File: config.mk
export PLATFORM = sky130hd
export DESIGN_NAME = regbank_wr_arbiter_flat
export DESIGN_NICKNAME = d
export VERILOG_FILES = /design/src/rtl/regbank_wr_arbiter_if.sv /design/src/rtl/regbank_wr_arbiter.sv /design/src/flat_wrapper.sv
export SDC_FILE = /design/constraint.sdc
export NUM_CORES = 1
export LEC_CHECK = 0
export CORE_MARGIN = 3
export CORE_UTILIZATION = 35
export CTS_CLUSTER_SIZE = 30
export DETAILED_ROUTE_END_ITERATION = 10
export PLACE_DENSITY = 0.77
export SKIP_CTS_REPAIR_TIMING = 1
export SYNTH_ARGS = -nofsm -noshare
export SYNTH_HDL_FRONTEND = slang
export SYNTH_SLANG_ARGS = --single-unit
File: constraint.sdc
create_clock -name clk -period 2.08 [get_ports clk]
set_input_delay 0.416 -clock clk [delete_from_list [all_inputs] [get_ports clk]]
set_output_delay 0.416 -clock clk [all_outputs]
set_load 0.05 [all_outputs]
File: src/rtl/regbank_wr_arbiter_if.sv
// Writeback request bus: NREQ packed valid/addr/data lanes with a one-hot ready grant.
// Requesters drive the master side and the arbiter sits on the slave side.
interface regbank_wr_arbiter_if #(
    parameter int NREQ = 3
);
    logic [NREQ-1:0]    req_valid;
    logic [NREQ*4-1:0]  req_addr;
    logic [NREQ*32-1:0] req_data;
    logic [NREQ-1:0]    req_ready;

    modport master (output req_valid, output req_addr, output req_data, input req_ready);
    modport slave  (input req_valid, input req_addr, input req_data, output req_ready);
endinterface

File: src/rtl/regbank_wr_arbiter.sv
// Arbitrates NREQ writeback requesters onto the single register-bank write port (WE3/A3/WD3).
// Also drops writes to the protected register and publishes a pending-write mask for decode.
module regbank_wr_arbiter #(
    parameter int NREQ      = 3,
    parameter int PRIO0     = 1,
    parameter int PROT_ADDR = 14,
    parameter int CNT_W     = 16
) (
    input  logic                clk,
    input  logic                rst,
    regbank_wr_arbiter_if.slave req,
    input  logic                stall,
    input  logic                flush,
    output logic                WE3,
    output logic [3:0]          A3,
    output logic [31:0]         WD3,
    output logic [15:0]         pend_mask,
    output logic                drop_err,
    output logic [CNT_W-1:0]    wr_count
);
    localparam int PTR_W = (NREQ > 1) ? $clog2(NREQ) : 1;

    logic [PTR_W-1:0] rr_ptr;
    logic [PTR_W-1:0] gidx;
    logic [NREQ-1:0]  grant;
    logic             rr_grant;
    logic             xfer;
    logic [3:0]       sel_addr;
    logic [31:0]      sel_data;

    // NOTE: every output of this block gets a default first, so no path can infer a latch.
    always_comb begin
        grant    = '0;
        gidx     = '0;
        rr_grant = 1'b0;
        if (rst && !stall) begin
            if (PRIO0 != 0 && req.req_valid[0]) begin
                grant[0] = 1'b1;
            end else if (|req.req_valid) begin
                // Lowest valid index is the wrap-around fallback; any valid index at or
                // after rr_ptr overrides it, lowest such index winning.
                for (int i = NREQ - 1; i >= 0; i--) begin
                    if (req.req_valid[i]) gidx = PTR_W'(i);
                end
                for (int i = NREQ - 1; i >= 0; i--) begin
                    if (req.req_valid[i] && i >= int'(rr_ptr)) gidx = PTR_W'(i);
                end
                grant[gidx] = 1'b1;
                rr_grant    = 1'b1;
            end
        end
    end

    always_comb begin
        sel_addr = '0;
        sel_data = '0;
        for (int i = 0; i < NREQ; i++) begin
            if (grant[i]) begin
                sel_addr = sel_addr | req.req_addr[4*i +: 4];
                sel_data = sel_data | req.req_data[32*i +: 32];
            end
        end
    end

    assign req.req_ready = grant;
    assign xfer          = |grant;

    // NOTE: sequential state uses non-blocking assignments so every register samples pre-edge values.
    always_ff @(posedge clk or negedge rst) begin
        if (!rst) begin
            WE3       <= 1'b0;
            A3        <= '0;
            WD3       <= '0;
            pend_mask <= '0;
            drop_err  <= 1'b0;
        end else begin
            WE3       <= 1'b0;
            pend_mask <= '0;
            drop_err  <= 1'b0;
            // A flush on the transfer edge discards that write silently.
            if (xfer && !flush) begin
                if (sel_addr == 4'(PROT_ADDR)) begin
                    drop_err <= 1'b1;
                end else begin
                    WE3       <= 1'b1;
                    A3        <= sel_addr;
                    WD3       <= sel_data;
                    pend_mask <= 16'h0001 << sel_addr;
                end
            end
        end
    end

    always_ff @(posedge clk or negedge rst) begin
        if (!rst) begin
            rr_ptr   <= '0;
            wr_count <= '0;
        end else begin
            if (rr_grant) begin
                rr_ptr <= (gidx == PTR_W'(NREQ - 1)) ? '0 : gidx + 1'b1;
            end
            if (WE3 && !flush && wr_count != '1) begin
                wr_count <= wr_count + 1'b1;
            end
        end
    end
endmodule

File: src/flat_wrapper.sv
// flat-port wrapper written by rule: the top's interface ports become plain ports
module regbank_wr_arbiter_flat 
#(
    parameter int NREQ      = 3,
    parameter int PRIO0     = 1,
    parameter int PROT_ADDR = 14,
    parameter int CNT_W     = 16
)
  (clk, rst, stall, flush, WE3, A3, WD3, pend_mask, drop_err, wr_count, req_req_valid, req_req_addr, req_req_data, req_req_ready);
  regbank_wr_arbiter_if #(.NREQ(NREQ)) req_i ();
  input  logic clk;
  input  logic rst;
  input  logic stall;
  input  logic flush;
  output logic WE3;
  output logic [3:0] A3;
  output logic [31:0] WD3;
  output logic [15:0] pend_mask;
  output logic drop_err;
  output logic [CNT_W-1:0] wr_count;
  input wire logic [$bits(req_i.req_valid)-1:0] req_req_valid;
  input wire logic [$bits(req_i.req_addr)-1:0] req_req_addr;
  input wire logic [$bits(req_i.req_data)-1:0] req_req_data;
  output wire logic [$bits(req_i.req_ready)-1:0] req_req_ready;
  assign req_i.req_valid = req_req_valid;
  assign req_i.req_addr = req_req_addr;
  assign req_i.req_data = req_req_data;
  assign req_req_ready = req_i.req_ready;
  regbank_wr_arbiter #(.NREQ(NREQ), .PRIO0(PRIO0), .PROT_ADDR(PROT_ADDR), .CNT_W(CNT_W)) u_core (.clk(clk), .rst(rst), .req(req_i), .stall(stall), .flush(flush), .WE3(WE3), .A3(A3), .WD3(WD3), .pend_mask(pend_mask), .drop_err(drop_err), .wr_count(wr_count));
endmodule
==> results.sh <==
export IMPL_nNetsFinal=619
export IMPL_fillers=775
export IMPL_grt_pass1_vias=3364
export IMPL_clk_pin_slew_ps=70
export IMPL_synth_seq_area_share_pct=53.5
export IMPL_worstPathRequired_ps=2300
export IMPL_ant_nets=0
export IMPL_drt_drc_violations_left=0
export IMPL_status="finished with violations"
export IMPL_fmaxAchievable_mhz=480
export IMPL_cts_path_max_buffers=2
export IMPL_finalSetupViolations=1
export IMPL_syn_inst=292
export IMPL_yosysTopAreaCell="dfrtp_1"
export IMPL_max_cap_violations=0
export IMPL_antenna_found_initial=0
export IMPL_synth_top_area_share_pct=53.5
export IMPL_reg2reg_slack_ps=-5
export IMPL_fin_setup_tns_ps=-4.83
export IMPL_grt_usage_pct=19.4
export IMPL_fin_crit_ps=2080
export IMPL_hold_ws_ps=358
export IMPL_power_leakage_uw=0.00249
export IMPL_drtIter0Drc=217
export IMPL_insertion_delay_ps=330
export IMPL_synth_edf_count=0
export IMPL_port_buffers=187
export IMPL_fin_cells=634
export IMPL_crit_path_start="u_core.rr_ptr[0]"
export IMPL_cts_buffers=9
export IMPL_p_total_uw=3940
export IMPL_cp_data_arrival_time_ps=2300
export IMPL_ys_flop_type="dfrtp_1"
export IMPL_fp_dieW_um=104
export IMPL_clock_skew_ps=7.53
export IMPL_timing_rr_end="u_core.A3[2]"
export IMPL_grt_pass1_wl_um=16800
export IMPL_hpwl_um=8220
export IMPL_seqCellArea_um2=1800
export IMPL_slew_violations=0
export IMPL_vias=3235
export IMPL_synth_compound_area_share_pct=14.4
export IMPL_path_class="register to register"
export IMPL_period_share_pct=100
export IMPL_violations="setup timing"
export IMPL_syn_cell_area_um2=3370
export IMPL_cts_tree="built"
export IMPL_syn_avg_cell_area_um2=11.5
export IMPL_die_y_um=104
export IMPL_row_count=35
export IMPL_core_area_um2=9280
export IMPL_synth_fa_ha_area_share_pct=0.371
export IMPL_worst_slew_margin_rel_pct=41.5
export IMPL_ys_ff_latch=72
export IMPL_ios=188
export IMPL_cts_sinks=72
export IMPL_overflow=0
export IMPL_yosysMostFrequentCell="dfrtp_1"
export IMPL_grt_max_degree=73
export IMPL_hold_class="input pin to async pin"
export IMPL_tightest_slew_ps=877
export IMPL_drive_above_1_share_pct=12.7
export IMPL_antenna_cells=0
export IMPL_yosys_top_cells_count="dfrtp_1 (72), a222oi_1 (33), inv_1 (33), mux2i_1 (33), nor2_1 (17)"
export IMPL_vdd_drop_max_mv=0.346
export IMPL_dp_cells=616
export IMPL_fin_util_pct=63.5
export IMPL_synth_top_family_by_area="compound AO/OA/AOI/OAI gates"
export IMPL_synth_cell_types=42
export IMPL_async_flop_share_pct=100
export IMPL_yosys_warnings=0
export IMPL_hold_viol=0
export IMPL_muxShareOfSynthArea_pct=10.5
export IMPL_worst_slack_ps=-4.83
export IMPL_die_area_um2=10800
export IMPL_start_kind="register"
export IMPL_viasPerCell=5.10
export IMPL_drt_total_wl_um=10900
export IMPL_synthSimpleGateAreaFrac_pct=10.8
export IMPL_r2r_start="u_core.rr_ptr[0]"
export IMPL_ctsRootBufferMaster="clkbuf_8"
export IMPL_synthesis_nets=408
export IMPL_worstPathMaxFanout=7
export IMPL_synthTopCellsByArea="dfrtp_1 (53%), a222oi_1 (9.8%), mux2i_1 (9.8%)"
export IMPL_multi_input_area_um2=1410
export IMPL_initial_core_util_pct=36.3
export IMPL_synth_xor_area_share_pct=3.38
export IMPL_rsz0062_at_grt="yes"
export IMPL_rr_worst_depth=8
export IMPL_cp_end_kind="register"
export IMPL_syn_to_final_growth_pct=75.0
export IMPL_htreeDepth=3
export IMPL_gp_congestion=0.803
export IMPL_firstDrtPassIters=8
export IMPL_routedWlPerCell_um=17.2
export IMPL_powerDensity_nw_per_um2=667
## state kept, by name, summed over array words and instances, names as in the netlist
name and flops:
u_core.drop_err 1, u_core.pend_mask 16, u_core.wr_count 16, u_core.WD3 32
u_core.A3 4, u_core.rr_ptr 2, u_core.WE3 1
## metrics by stage
step                worst slack (ps)  cell area, um^2
floorplan                       2.64             3370
global placement                -354             5550
detailed placement              -474             5550
CTS                             -246             5710
global route                    -124             5900
finish                         -4.83             5900
## logic make-up after synthesis
family                   count (synthesis)
AND/OR/NAND/NOR                         67
flip-flops                              72
multiplexers                            35
other                                    1
buffers and inverters                   52
AO/OA/AOI/OAI                           51
adder cells (fa/ha/maj)                  1
XOR/XNOR                                13
## layout make-up
cell class	count	share of cell area, %
multi-input cells	168	23.9
inverters	33	2.10
repair buffers	219	38.0
well taps	129	2.74
clock inverters	1	0.0848
flip-flops and latches	72	30.5
clock buffers	12	2.63
## how the worst max path moves through the flow
stage	to	slack, ps
after floorplan	u_core.WD3[17]	3
after global placement	u_core.A3[2]	-350
after detailed placement	u_core.pend_mask[9]	-470
after CTS	req_req_ready[2]	-250
after global routing	u_core.A3[2]	-120
final	u_core.A3[2]	-5
## layer usage
metal | GRT usage (%) | share of wire [%] | wire, um | vias up
li1 | - | - | - | 1502
met3 | 5.03 | 6.8 | 745 | 17
met1 | 22.2 | 39 | 4300 | 1572
met5 | 0 | 0 | 0 | -
met4 | 6.74 | 1.9 | 212 | 0
met2 | 34.9 | 52 | 5660 | 144
## report_power, final
| part | internal (uW) | switching (uW) |
|---|---|---|
| sequential | 1530 | 108 |
| combinational | 573 | 773 |
| clock | 477 | 470 |
| total | 2590 | 1350 |
## layout by cell type (no fill, tap or decap), types with 4 or more instances in the layout
master,count
dlymetal6s2s_1,8
mux2i_1,33
nand3_1,8
nand2_1,10
nor2_1,17
clkdlybuf4s50_1,174
a222oi_1,33
and3_1,6
clkbuf_8,11
nand2b_1,4
inv_1,33
buf_12,6
dfrtp_1,72
xnor2_1,11
nor3_1,5
buf_4,26
## critical path, stage by stage (launching register included)
cell       delay, ps
dfrtp_1          400
nand3b_1         240
and2_4           200
a222oi_1         320
buf_4            190
a41oi_4          130
buf_12           160
clkbuf_16        160
o22a_1           150
No activity file was read; power rests on OpenSTA's default activity.
